[src/rtl/branch_resolve_unit_if.sv]
// Prediction/resolution bus of the branch resolve unit: master drives predictions and resolutions,
// slave (the unit) returns handshake, BHT write-back and statistics.
interface branch_resolve_unit_if #(
    parameter int DEPTH = 4,
    parameter int CNT_W = 16
);
    localparam int OCC_W = $clog2(DEPTH) + 1;

    logic             pred_valid;
    logic [9:0]       pred_address;
    logic             pred_history;
    logic [1:0]       pred_counter;
    logic             pred_ready;
    logic             res_valid;
    logic             res_outcome;
    logic             res_ready;
    logic             bht_we;
    logic             bht_sel;
    logic [9:0]       bht_addr;
    logic [1:0]       bht_wdata;
    logic             mispredict;
    logic             history;
    logic [OCC_W-1:0] occupancy;
    logic [CNT_W-1:0] branch_count;
    logic [CNT_W-1:0] mispredict_count;

    modport master (
        output pred_valid, pred_address, pred_history, pred_counter, res_valid, res_outcome,
        input  pred_ready, res_ready, bht_we, bht_sel, bht_addr, bht_wdata,
        input  mispredict, history, occupancy, branch_count, mispredict_count
    );

    modport slave (
        input  pred_valid, pred_address, pred_history, pred_counter, res_valid, res_outcome,
        output pred_ready, res_ready, bht_we, bht_sel, bht_addr, bht_wdata,
        output mispredict, history, occupancy, branch_count, mispredict_count
    );
endinterface

[src/rtl/branch_resolve_unit.sv]
// In-order queue of outstanding BHT predictions; on resolve, writes back the updated 2-bit counter
// one cycle later and keeps history/statistics. Optional: BRU_FLUSH_ON_MISPREDICT_EN.
module branch_resolve_unit #(
    parameter int DEPTH = 4,
    parameter int CNT_W = 16
) (
    input  logic                 clk,
    input  logic                 reset,
    branch_resolve_unit_if.slave bus
);
    localparam int PTR_W = $clog2(DEPTH);
    localparam int OCC_W = PTR_W + 1;
    localparam logic [OCC_W-1:0] FULL = OCC_W'(DEPTH);

    function automatic logic [1:0] ctr_update(input logic [1:0] ctr, input logic taken);
        logic [1:0] nxt;
        case (ctr)
            2'b00:   nxt = taken ? 2'b01 : 2'b00;
            2'b01:   nxt = taken ? 2'b11 : 2'b00;
            2'b10:   nxt = taken ? 2'b11 : 2'b00;
            default: nxt = taken ? 2'b11 : 2'b10;
        endcase
        return nxt;
    endfunction

    function automatic logic [CNT_W-1:0] sat_inc(input logic [CNT_W-1:0] v);
        return (&v) ? v : v + CNT_W'(1);
    endfunction

    logic [9:0]       addr_mem [DEPTH];
    logic             hist_mem [DEPTH];
    logic [1:0]       ctr_mem  [DEPTH];

    logic [PTR_W-1:0] wr_ptr_q, wr_ptr_d, rd_ptr_q, rd_ptr_d;
    logic [OCC_W-1:0] occ_q, occ_d;
    logic             bht_we_q, bht_we_d, bht_sel_q, bht_sel_d;
    logic [9:0]       bht_addr_q, bht_addr_d;
    logic [1:0]       bht_wdata_q, bht_wdata_d;
    logic             mis_q, mis_d, hist_q, hist_d;
    logic [CNT_W-1:0] bcnt_q, bcnt_d, mcnt_q, mcnt_d;

    logic             full, empty, pop, push, mis, flush, push_wr;
    logic [9:0]       head_addr;
    logic             head_hist;
    logic [1:0]       head_ctr;

    assign full      = (occ_q == FULL);
    assign empty     = (occ_q == '0);
    assign head_addr = addr_mem[rd_ptr_q];
    assign head_hist = hist_mem[rd_ptr_q];
    assign head_ctr  = ctr_mem[rd_ptr_q];

    // A push into a full queue is accepted when a pop frees the head slot in the same cycle.
    assign pop     = bus.res_valid && !empty;
    assign push    = bus.pred_valid && (!full || pop);
    assign mis     = pop && (bus.res_outcome != head_ctr[1]);
`ifdef BRU_FLUSH_ON_MISPREDICT_EN
    assign flush   = mis;
`else
    assign flush   = 1'b0;
`endif
    assign push_wr = push && !flush;

    always_comb begin
        wr_ptr_d    = wr_ptr_q;
        rd_ptr_d    = rd_ptr_q;
        occ_d       = occ_q;
        bht_we_d    = pop;
        bht_sel_d   = bht_sel_q;
        bht_addr_d  = bht_addr_q;
        bht_wdata_d = bht_wdata_q;
        mis_d       = mis;
        hist_d      = hist_q;
        bcnt_d      = bcnt_q;
        mcnt_d      = mcnt_q;
        if (pop) begin
            rd_ptr_d    = rd_ptr_q + PTR_W'(1);
            bht_sel_d   = head_hist;
            bht_addr_d  = head_addr;
            bht_wdata_d = ctr_update(head_ctr, bus.res_outcome);
            hist_d      = bus.res_outcome;
            bcnt_d      = sat_inc(bcnt_q);
            if (mis) mcnt_d = sat_inc(mcnt_q);
        end
        if (push_wr) wr_ptr_d = wr_ptr_q + PTR_W'(1);
        if (flush) begin
            wr_ptr_d = rd_ptr_d;
            occ_d    = '0;
        end else begin
            occ_d = occ_q + {{(OCC_W-1){1'b0}}, push_wr} - {{(OCC_W-1){1'b0}}, pop};
        end
    end

    always_ff @(posedge clk) begin
        if (push_wr) begin
            addr_mem[wr_ptr_q] <= bus.pred_address;
            hist_mem[wr_ptr_q] <= bus.pred_history;
            ctr_mem[wr_ptr_q]  <= bus.pred_counter;
        end
    end

    always_ff @(posedge clk) begin
        if (reset) begin
            wr_ptr_q    <= '0;
            rd_ptr_q    <= '0;
            occ_q       <= '0;
            bht_we_q    <= 1'b0;
            bht_sel_q   <= 1'b0;
            bht_addr_q  <= '0;
            bht_wdata_q <= 2'b00;
            mis_q       <= 1'b0;
            hist_q      <= 1'b0;
            bcnt_q      <= '0;
            mcnt_q      <= '0;
        end else begin
            wr_ptr_q    <= wr_ptr_d;
            rd_ptr_q    <= rd_ptr_d;
            occ_q       <= occ_d;
            bht_we_q    <= bht_we_d;
            bht_sel_q   <= bht_sel_d;
            bht_addr_q  <= bht_addr_d;
            bht_wdata_q <= bht_wdata_d;
            mis_q       <= mis_d;
            hist_q      <= hist_d;
            bcnt_q      <= bcnt_d;
            mcnt_q      <= mcnt_d;
        end
    end

    assign bus.pred_ready       = !full;
    assign bus.res_ready        = !empty;
    assign bus.occupancy        = occ_q;
    assign bus.bht_we           = bht_we_q;
    assign bus.bht_sel          = bht_sel_q;
    assign bus.bht_addr         = bht_addr_q;
    assign bus.bht_wdata        = bht_wdata_q;
    assign bus.mispredict       = mis_q;
    assign bus.history          = hist_q;
    assign bus.branch_count     = bcnt_q;
    assign bus.mispredict_count = mcnt_q;
endmodule

[src/flat_wrapper.sv]
// flat-port wrapper written by rule: the top's interface ports become plain ports
module branch_resolve_unit_flat 
#(
    parameter int DEPTH = 4,
    parameter int CNT_W = 16
)
  (clk, reset, bus_pred_valid, bus_pred_address, bus_pred_history, bus_pred_counter, bus_res_valid, bus_res_outcome, bus_pred_ready, bus_res_ready, bus_bht_we, bus_bht_sel, bus_bht_addr, bus_bht_wdata, bus_mispredict, bus_history, bus_occupancy, bus_branch_count, bus_mispredict_count);
  branch_resolve_unit_if #(.DEPTH(DEPTH), .CNT_W(CNT_W)) bus_i ();
  input  logic clk;
  input  logic reset;
  input wire logic [$bits(bus_i.pred_valid)-1:0] bus_pred_valid;
  input wire logic [$bits(bus_i.pred_address)-1:0] bus_pred_address;
  input wire logic [$bits(bus_i.pred_history)-1:0] bus_pred_history;
  input wire logic [$bits(bus_i.pred_counter)-1:0] bus_pred_counter;
  input wire logic [$bits(bus_i.res_valid)-1:0] bus_res_valid;
  input wire logic [$bits(bus_i.res_outcome)-1:0] bus_res_outcome;
  output wire logic [$bits(bus_i.pred_ready)-1:0] bus_pred_ready;
  output wire logic [$bits(bus_i.res_ready)-1:0] bus_res_ready;
  output wire logic [$bits(bus_i.bht_we)-1:0] bus_bht_we;
  output wire logic [$bits(bus_i.bht_sel)-1:0] bus_bht_sel;
  output wire logic [$bits(bus_i.bht_addr)-1:0] bus_bht_addr;
  output wire logic [$bits(bus_i.bht_wdata)-1:0] bus_bht_wdata;
  output wire logic [$bits(bus_i.mispredict)-1:0] bus_mispredict;
  output wire logic [$bits(bus_i.history)-1:0] bus_history;
  output wire logic [$bits(bus_i.occupancy)-1:0] bus_occupancy;
  output wire logic [$bits(bus_i.branch_count)-1:0] bus_branch_count;
  output wire logic [$bits(bus_i.mispredict_count)-1:0] bus_mispredict_count;
  assign bus_i.pred_valid = bus_pred_valid;
  assign bus_i.pred_address = bus_pred_address;
  assign bus_i.pred_history = bus_pred_history;
  assign bus_i.pred_counter = bus_pred_counter;
  assign bus_i.res_valid = bus_res_valid;
  assign bus_i.res_outcome = bus_res_outcome;
  assign bus_pred_ready = bus_i.pred_ready;
  assign bus_res_ready = bus_i.res_ready;
  assign bus_bht_we = bus_i.bht_we;
  assign bus_bht_sel = bus_i.bht_sel;
  assign bus_bht_addr = bus_i.bht_addr;
  assign bus_bht_wdata = bus_i.bht_wdata;
  assign bus_mispredict = bus_i.mispredict;
  assign bus_history = bus_i.history;
  assign bus_occupancy = bus_i.occupancy;
  assign bus_branch_count = bus_i.branch_count;
  assign bus_mispredict_count = bus_i.mispredict_count;
  branch_resolve_unit #(.DEPTH(DEPTH), .CNT_W(CNT_W)) u_core (.clk(clk), .reset(reset), .bus(bus_i));
endmodule
[config.mk]
export PLATFORM = sky130hd
export DESIGN_NAME = branch_resolve_unit_flat
export DESIGN_NICKNAME = d
export VERILOG_FILES = /design/src/rtl/branch_resolve_unit_if.sv /design/src/rtl/branch_resolve_unit.sv /design/src/flat_wrapper.sv
export SDC_FILE = /design/constraint.sdc
export NUM_CORES = 1
export LEC_CHECK = 0
export ABC_AREA = 1
export BUFFER_PORTS_ARGS = -buffer_cell sky130_fd_sc_hd__buf_2
export CAP_MARGIN = 40
export CORE_MARGIN = 2
export CORE_UTILIZATION = 60
export DETAILED_ROUTE_END_ITERATION = 10
export PLACE_DENSITY = 0.83
export RECOVER_POWER = 100
export SETUP_SLACK_MARGIN = 0.2
export SKIP_CTS_REPAIR_TIMING = 1
export SLEW_MARGIN = 20
export SYNTH_ARGS = -nofsm -noshare
export SYNTH_HDL_FRONTEND = slang
export SYNTH_SLANG_ARGS = --single-unit
[constraint.sdc]
create_clock -name clk -period 4 [get_ports clk]
set_input_delay 0.4 -clock clk [delete_from_list [all_inputs] [get_ports clk]]
set_output_delay 0.4 -clock clk [all_outputs]
set_load 0.1 [all_outputs]
## Yosys cells after proc, flatten, opt, wreduce, memory -nomap -nowiden

Memory sizes are Yosys's and may differ from the RTL's. A register that Yosys moved wholly into a read port is not among the register bits.
Index checks and enable logic that the tools add are counted.

| operators by class | value |
|---|---|
| bitwise logic cells | 2 |
| reductions and logical operators | 13 |
| muxes and demuxes | 8 |
| eq/ne operators | 4 |
| add/subtract/negate cells | 6 |

Operator list:

| cell | count |
|---|---|
| $add A16 B1 Y16 const B | 2 |
| $reduce_and A16 Y1 | 2 |
| $mux W2 | 3 |
| $add A2 B1 Y2 const B | 2 |
| $mux W1 | 4 |
| $pmux W2 S2 | 1 |
| $add A3 B1 Y3 | 1 |
| $eq A3 B3 Y1 const B | 1 |
| $logic_and A1 B1 Y1 | 3 |
| $logic_not A3 Y1 | 1 |
| $reduce_and A3 Y1 | 1 |
| $sub A3 B1 Y3 | 1 |
| $eq A2 B1 Y1 const B | 1 |
| $eq A2 B2 Y1 const B | 1 |
| $logic_not A1 Y1 | 2 |
| $logic_not A2 Y1 | 1 |
| $not A1 Y1 | 2 |
| $reduce_and A2 Y1 | 1 |
| $reduce_or A2 Y1 | 1 |
| $logic_or A1 B1 Y1 | 1 |
| $ne A1 B1 Y1 | 1 |

| word-level totals | value |
|---|---|
| memories kept | 3 |
| bits in writable memories | 52 |
| output and inout port bits | 53 |
| register bits | 44 |
| word-level logic and storage cells | 45 |

Memories:

| name | words | bits a word | rd ports | clocked after Yosys merged registers in | write ports | line | source |
|---|---|---|---|---|---|---|---|
| u_core.addr_mem | 4 | 10 | 1 | 1 | 1 | branch_resolve_unit.sv:30 | `logic [9:0] addr_mem [DEPTH];` |
| u_core.ctr_mem | 4 | 2 | 1 | 1 | 1 | branch_resolve_unit.sv:32 | `logic [1:0] ctr_mem [DEPTH];` |
| u_core.hist_mem | 4 | 1 | 1 | 1 | 1 | branch_resolve_unit.sv:31 | `logic hist_mem [DEPTH];` |

## Depth between registers and ports, before layout

Gate-level depths: netlist (run 1).

| logic depth | value |
|---|---|
| depth in word-level cells | 7 |
| mapped depth | 12 |
| depth with buffers taken out | 11 |

## Worst setup path before layout (run 1)

Ideal clock, no wire load.

| timing path | value |
|---|---|
| path kind | reg-to-reg |
| start | reg u_core.occ_q[2], in the netlist u_core.bus.occupancy[2] |
| end | reg u_core.occ_q[2], in the netlist u_core.bus.occupancy[2] |
| period minus slack after synthesis | 3.713 ns |
| buffers on the path | 0 |
| cell stages (with the launch flop) | 9 |
| arrival | 3.586 ns |
| setup slack | 0.287 ns |
| cell sequence | dfxtp_1 nand3_1 or2_2 nand2_1 inv_1 ha_1 fa_1 xnor2_1 nor2_1 |

RTL lines:

| element | line | source |
|---|---|---|
| start: declaration | branch_resolve_unit.sv:35 | `logic [OCC_W-1:0] occ_q, occ_d;` |
| start signal: assignment | branch_resolve_unit.sv:106 | `occ_q <= '0;` |
| start signal: assignment | branch_resolve_unit.sv:118 | `occ_q <= occ_d;` |
| $eq A3 B3 Y1 | branch_resolve_unit.sv:47 | `assign full = (occ_q == FULL);` |
| $logic_not A1 Y1 | -- |  |
| named net bus_pred_ready | flat_wrapper.sv:17 | `output wire logic [$bits(bus_i.pred_ready)-1:0] bus_pred_ready;` |
| $logic_or A1 B1 Y1 | branch_resolve_unit.sv:55 | `assign push = bus.pred_valid && (!full \|\| pop);` |
| $logic_and A1 B1 Y1 | branch_resolve_unit.sv:55 |  |
| named net u_core.push | branch_resolve_unit.sv:42 | `logic full, empty, pop, push, mis, flush, push_wr;` |
| $add A3 B1 Y3 | branch_resolve_unit.sv:90 | `occ_d = occ_q + {{(OCC_W-1){1'b0}}, push_wr} - {{(OCC_W-1){1'b0}}, pop};` |
| $sub A3 B1 Y3 | branch_resolve_unit.sv:90 |  |

The timed path passes the listed nets, and every way through them passes these cells.
A chain may end at the register's enable or synchronous reset.

## Final worst setup path (run 1)

| timing path | value |
|---|---|
| start | reg u_core.occ_q[1], in the netlist u_core.bus.occupancy[1] |
| end | reg u_core.bcnt_q[13], in the netlist u_core.bus.branch_count[13] |

| between the ends | value |
|---|---|
| longest elaborated chain between the ends | 4 |

RTL lines:

| element | line | source |
|---|---|---|
| $logic_not A3 Y1 | branch_resolve_unit.sv:48 | `assign empty = (occ_q == '0);` |
| $logic_not A1 Y1 | branch_resolve_unit.sv:54 | `assign pop = bus.res_valid && !empty;` |
| $logic_and A1 B1 Y1 | branch_resolve_unit.sv:54 |  |
| $reduce_and A2 Y1 (no source line) | -- |  |
| end signal: assignment | branch_resolve_unit.sv:125 | `bcnt_q <= bcnt_d;` |
| end: declaration | branch_resolve_unit.sv:40 | `logic [CNT_W-1:0] bcnt_q, bcnt_d, mcnt_q, mcnt_d;` |

Every way passes these cells.

==> summary.md, run 1 <==
| Metric | Value |
|---|---|
| Worst-path fanout max | 30 |
| Via/cell ratio | 5.38 |
| Pin count of the biggest net entering global routing | 33 |
| Buffers added on ports | 70 |
| Placed instance area | 0.00527 mm^2 |
| # diodes | 0 |
| First-pass GRT wire length | 16200 um |
| CTS root buffer | clkbuf_8 |
| Final instance area | 0.00536 mm^2 |
| Worst Clk Skew | 15.7 ps |
| Die Wd | 94.1 um |
| Yosys cell types | 32 |
| Final Worst Setup Slack | 1260 ps |
| Top-area cell type share of the netlist area | 0.321 |
| TritonCTS clock tree | yes |
| Vias post-DR | 3855 |
| Mean post-synth cell area | 8.94 um^2 |
| Drt wl/cell | 14.1 um |
| DR iter-0 viols | 155 |
| Leading cell types in the layout, fill and taps excluded | 107 x nand2_1, 89 x nor2_1, 71 x clkbuf_1 |
| Reg clk slew, reported paths | 110 ps |
| Grt met1 use | 0.289 |
| Critical path data required time | 4280 ps |
| Synth Cell Area | 0.00487 mm^2 |
| Final Wtd Congestion | 0.863 |
| Status | complete, but fails checks |
| Sink Count | 108 |
| Vias in the first global route | 3606 |
| Fmax | 365 MHz |
| GR peak layer | met2 |
| FP Rows | 32 |
| Crit. End Element | register |
| Setup TNS | 0 ps |
| Unrepaired setup endpoints after global routing | no |
| Critical path startpoint category | register |
| FF+latch count, synth | 108 |
| Post-synth net total | 573 |
| Antenna-violating nets left | 0 |
| Slew headroom | -0.0777 |
| Die area | 0.00885 mm^2 |
| Global route total overflow | 0 |
| Layout Nets | 638 |
| Most common cell after layout, fill and taps aside | nand2_1 |
| H-tree depth | 3 |
| Hold WC Path Type | primary input to register |
| VDD IR max | 0.000473 V |
| Crit path DAT | 3020 ps |
| Routing usage on met3 | 0.0353 |
| Pwr dens | 599 mW/mm^2 |
| Failing checks | max-capacitance violations, max-slew violations |
| Synth area leaders | edfxtp_1 32%, dfxtp_1 23%, nand2_1 8.1% |
| Synth area leader | edfxtp_1 |
| Max-Cap Viols | 1 |
| Critical path class | register to register |
| Layout cells sized above 1 | 0.0683 |
| Post-synthesis cell count | 545 |
| Die H | 94.1 um |
| Worst slack at placement | 1770 ps |
| Core Area | 0.00781 mm^2 |
| Fin. Hold Viols | 0 |
| Initial antenna violation count | 0 |
| Drt pass-1 iters | 4 |
| CTS Buffer Depth | 2 |
| WL final | 10100 um |
| Total power | 3.21 mW |
| Pins over their slew limit | 33 |
| Worst-margin pin slew | 1620 ps |
| TritonCTS buffer count | 9 |
| Hpwl dp | 6860 um |
| I/O pins | 71 |
| Initial core utilization | 0.624 |
| Area Growth Syn to Fin | 10.1% |
| Drt drc | 0 |
| Yosys Warn Count | 0 |
| Skew-Pair Late Insertion Delay | 370 ps |
| Period utilization | 0.686 |
| # setup viols final | 0 |
| P_leak | 1.87 nW |
| Total Routing Usage GR | 0.235 |
| Sequential share of the synthesized area | 0.551 |
| Met2 usage in global routing | 0.414 |
| Minimum clock period | 2740 ps |
cells by family after synthesis:
family,count (synthesis),synth area share
simple gates,255,0.226
flops,108,0.551
compound gates,91,0.107
buf+inv,62,0.0547
xor+xnor,19,0.0342
fa+ha+maj,10,0.0272
critical path, cell delays in order (launching register included):
cell,delay [ps]
dfxtp_1,390
inv_1,100
nand3_1,110
nand2_1,90
inv_1,620
o21ai_1,660
inv_2,410
nand2_1,100
a21oi_1,170
registers in the layout (all words and copies together), names as in the netlist, 2 cells and up, named ones only:
| register | count |
|---|---|
| u_core.addr_mem | 40 |
| u_core.bus.branch_count | 16 |
| u_core.bus.mispredict_count | 16 |
| u_core.bus.bht_addr | 10 |
| u_core.ctr_mem | 8 |
| u_core.hist_mem | 4 |
| u_core.bus.occupancy | 3 |
| u_core.bus.bht_wdata | 2 |
| u_core.rd_ptr_q | 2 |
| u_core.wr_ptr_q | 2 |
area by class of cell:
type	count	area [um^2]
Tap cell	102	128
Sequential cell	108	2680
Timing Repair Buffer	75	297
Fill cell	678	2450
Clock inverter	6	71.3
Clock buffer	10	138
Multi-Input combinational cell	375	1890
Inverter	41	154
routing by layer:
metal  wire length [um]  vias to the layer above
li1                   -                     1939
met2               5090                      103
met1               4350                     1801
met3                556                       12
met4                142                        0
met5                  0                        -
synthesized netlist by cell type (all sizes together):
cell and instances:
a32o 1, a21oi 34, nand3b 1, edfxtp 52, o21ai 45, xnor2 8
nor2 94, dfxtp 56, a31oi 11, clkbuf 10, inv 41, nand2 112
nor3 6, fa 1, ha 9, or2 1, xor2 11, buf 11
nand4 9, nand3 32
power by group:
group          switching, mW  internal [mW]  leakage (nW)
clock network          0.377          0.312         0.104
logic                  0.968          0.189         0.836
registers             0.0838           1.28         0.933
stage by stage:
stage	cells	hold WS, ps	util
floorplan	545	479	-
global placement	700	483	0.674
detailed placement	700	493	0.674
CTS	716	236	0.701
global route	717	311	0.687
finish	717	288	0.687
path summary, 6_finish.rpt:
check,startpoint,slack [ps],end,cells past startpoint
worst max-delay path,u_core.bus.occupancy[1],1260,u_core.bus.branch_count[13],8
worst min-delay path,bus_pred_address[2],290,u_core.addr_mem[1][2],1
worst max register to register,u_core.bus.occupancy[1],1260,u_core.bus.branch_count[13],8
worst min register to register,u_core.bus.branch_count[15],520,u_core.bus.branch_count[15],2
No activity file was read; power rests on OpenSTA's default activity.
==> inputs of run 2 (changes only) <==
Settings changed: CORE_UTILIZATION 60 to 51, PLACE_DENSITY 0.83 to 0.75.
Clock period 4 ns to 2.5 ns, I/O delays scaled along.
==> summary.md, run 2 (synthesis gave the netlist of run 1 again) <==
| Metric | Value |
|---|---|
| Status | complete, no violations (was complete, but fails checks) |
| First-pass GRT wire length | 16100 um (was 16200 um) |
| Critical path data required time | 2250 ps (was 4280 ps) |
| Drt wl/cell | 13.4 um (was 14.1 um) |
| Via/cell ratio | 5.10 (was 5.38) |
| Crit path capture | bus_res_ready (was u_core.bus.branch_count[13]) |
| Minimum clock period | 2100 ps |
| Fmax | 477 MHz |
| WL final | 10000 um (was 10100 um) |
| Layout cells sized above 1 | 0.0955 (was 0.0683) |
| RR Startpoint | u_core.bus.occupancy[1] (unchanged) |
| Skew-Pair Late Insertion Delay | 360 ps (was 370 ps) |
| RR Endpoint | u_core.addr_mem[3][6] (was u_core.bus.branch_count[13]) |
| TritonCTS clock tree | yes (unchanged) |
| FP Rows | 35 (was 32) |
| Unrepaired setup endpoints after global routing | no (unchanged) |
| Util after Layout | 0.592 (was 0.687) |
| P_leak | 1.90 nW (was 1.87 nW) |
| Largest Register | u_core.addr_mem (unchanged) |
| Period utilization | 0.838 |
| I/O pins | 71 (unchanged) |
| Max FFs per register | 40 (unchanged) |
| Met2 usage in global routing | 0.356 (was 0.414) |
| # setup viols final | 0 (unchanged) |
| Fin. Hold Viols | 0 (unchanged) |
| GR peak layer | met2 (unchanged) |
| Die Wd | 102 um (was 94.1 um) |
| Drt drc | 0 (unchanged) |
| Crit. End Element | output pin (was register) |
| CTS root buffer | clkbuf_8 (unchanged) |
| Most common cell after layout, fill and taps aside | nand2_1 (unchanged) |
| Worst Clk Skew | 12.7 ps (was 15.7 ps) |
| Final Wtd Congestion | 0.909 (was 0.863) |
| Vias in the first global route | 3532 (was 3606) |
| Worst-margin pin slew | 1210 ps (was 1620 ps) |
| DR iter-0 viols | 181 (was 155) |
| Total Routing Usage GR | 0.200 (was 0.235) |
| VDD IR max | 0.000601 V (was 0.000473 V) |
| TritonCTS buffer count | 9 (unchanged) |
| Placed cells | 731 (was 700) |
| Grt met1 use | 0.244 (was 0.289) |
| Critical path startpoint category | register (unchanged) |
| Global route total overflow | 0 (unchanged) |
| Crit path DAT | 1850 ps (was 3020 ps) |
| Max-Cap Viols | 0 (was 1) |
| Initial antenna violation count | 0 (unchanged) |
| Area Growth Syn to Fin | 12.4% (was 10.1%) |
| Critical path launch point | u_core.bus.occupancy[1] (unchanged) |
| Reg clk slew, reported paths | 100 ps (was 110 ps) |
| Drt pass-1 iters | 4 (unchanged) |
| Layout Nets | 641 (was 638) |
| Hold WC Path Type | primary input to register (unchanged) |
| Pins over their slew limit | 0 (was 33) |
| Worst-path fanout max | 3 (was 30) |
| Die H | 102 um (was 94.1 um) |
| Pwr dens | 955 mW/mm^2 (was 599 mW/mm^2) |
| Setup TNS | 0 ps (unchanged) |
| Initial core utilization | 0.527 (was 0.624) |
| Die area | 0.0103 mm^2 (was 0.00885 mm^2) |
| Total power | 5.22 mW (was 3.21 mW) |
| Critical path class | register to output pin (was register to register) |
| Vias post-DR | 3811 (was 3855) |
| Cell Count, Final, Fillers Out | 747 (was 717) |
| Routing usage on met3 | 0.0366 (was 0.0353) |
| Core Area | 0.00924 mm^2 (was 0.00781 mm^2) |
| Pin count of the biggest net entering global routing | 32 (was 33) |
| CTS Buffer Depth | 2 (unchanged) |
| Sink Count | 108 (unchanged) |
| Hpwl dp | 6840 um (was 6860 um) |
| Leading cell types in the layout, fill and taps excluded | 105 x nand2_1, 89 x nor2_1, 68 x clkbuf_1 (was 107 x nand2_1, 89 x nor2_1, 71 x clkbuf_1) |
| Slew headroom | 0.195 (was -0.0777) |
| Buffers added on ports | 70 (unchanged) |
| Worst R2R Setup Slack | 420 ps (was 1260 ps) |
| # diodes | 0 (unchanged) |
| Cells on worst reg2reg path | 6 (was 8) |
| Antenna-violating nets left | 0 (unchanged) |
| H-tree depth | 3 (unchanged) |
| Hold_ws | 139 ps (was 288 ps) |
## run 2: changes by cell type in the layout (fill, tap and decap cells not counted), moves of 2 or more
cell      previous run  this run
inv_1               37        35
clkbuf_1            71        68
nand2_1            107       105
inv_6                0         2
inv_4                0         2
clkinv_4             2         0
dfxtp_2              0         4
buf_4                0         3
clkbuf_2             0         3
dfxtp_4              0         2
dfxtp_1             56        50
## run 2: final cells by class
type | instances | area, um^2
flip-flops and latches | 108 | 2700
well taps | 129 | 161
repair buffers | 78 | 313
clock inverters | 7 | 97.6
fillers | 843 | 3770
inverters | 41 | 159
multi-input cells | 375 | 1920
clock buffers | 9 | 124
## run 2: critical path, cell delays in order, from the launching register on
cell      delay [ps]
dfxtp_1          440
inv_4             60
nand3_1          110
clkbuf_1         880
## run 2: where the power goes
part	switching [mW]	internal, mW
clock network	0.575	0.569
logic	1.58	0.324
registers	0.118	2.06
## run 2: through the flow
| stage | worst slack [ps] | instance area (um^2) |
|---|---|---|
| after global placement | 579 | 5410 |
| after detailed placement | 504 | 5410 |
| final | 404 | 5470 |
| after floorplan | 10.4 | 4960 |
| after global routing | 204 | 5470 |
| after CTS | 476 | 5630 |
## run 2: how the worst min path moves through the flow
stage	from	slack, ps	cells past startpoint	to
2_1_floorplan	reset	330	1	u_core.bus.mispredict
3_3_place_gp	bus_pred_address[7]	460	1	u_core.addr_mem[1][7]
3_5_place_dp	bus_pred_counter[1]	460	1	u_core.ctr_mem[1][1]
4_1_cts	bus_pred_address[0]	90	1	u_core.addr_mem[1][0]
5_1_grt	bus_pred_address[8]	150	1	u_core.addr_mem[2][8]
6_report	bus_pred_address[7]	140	1	u_core.addr_mem[2][7]
## run 2: layer usage
layer / up-vias / routed length (um)
met3: 12 / 416
li1: 1947 / -
met5: - / 0
met2: 70 / 5050
met1: 1782 / 4450
met4: 0 / 129
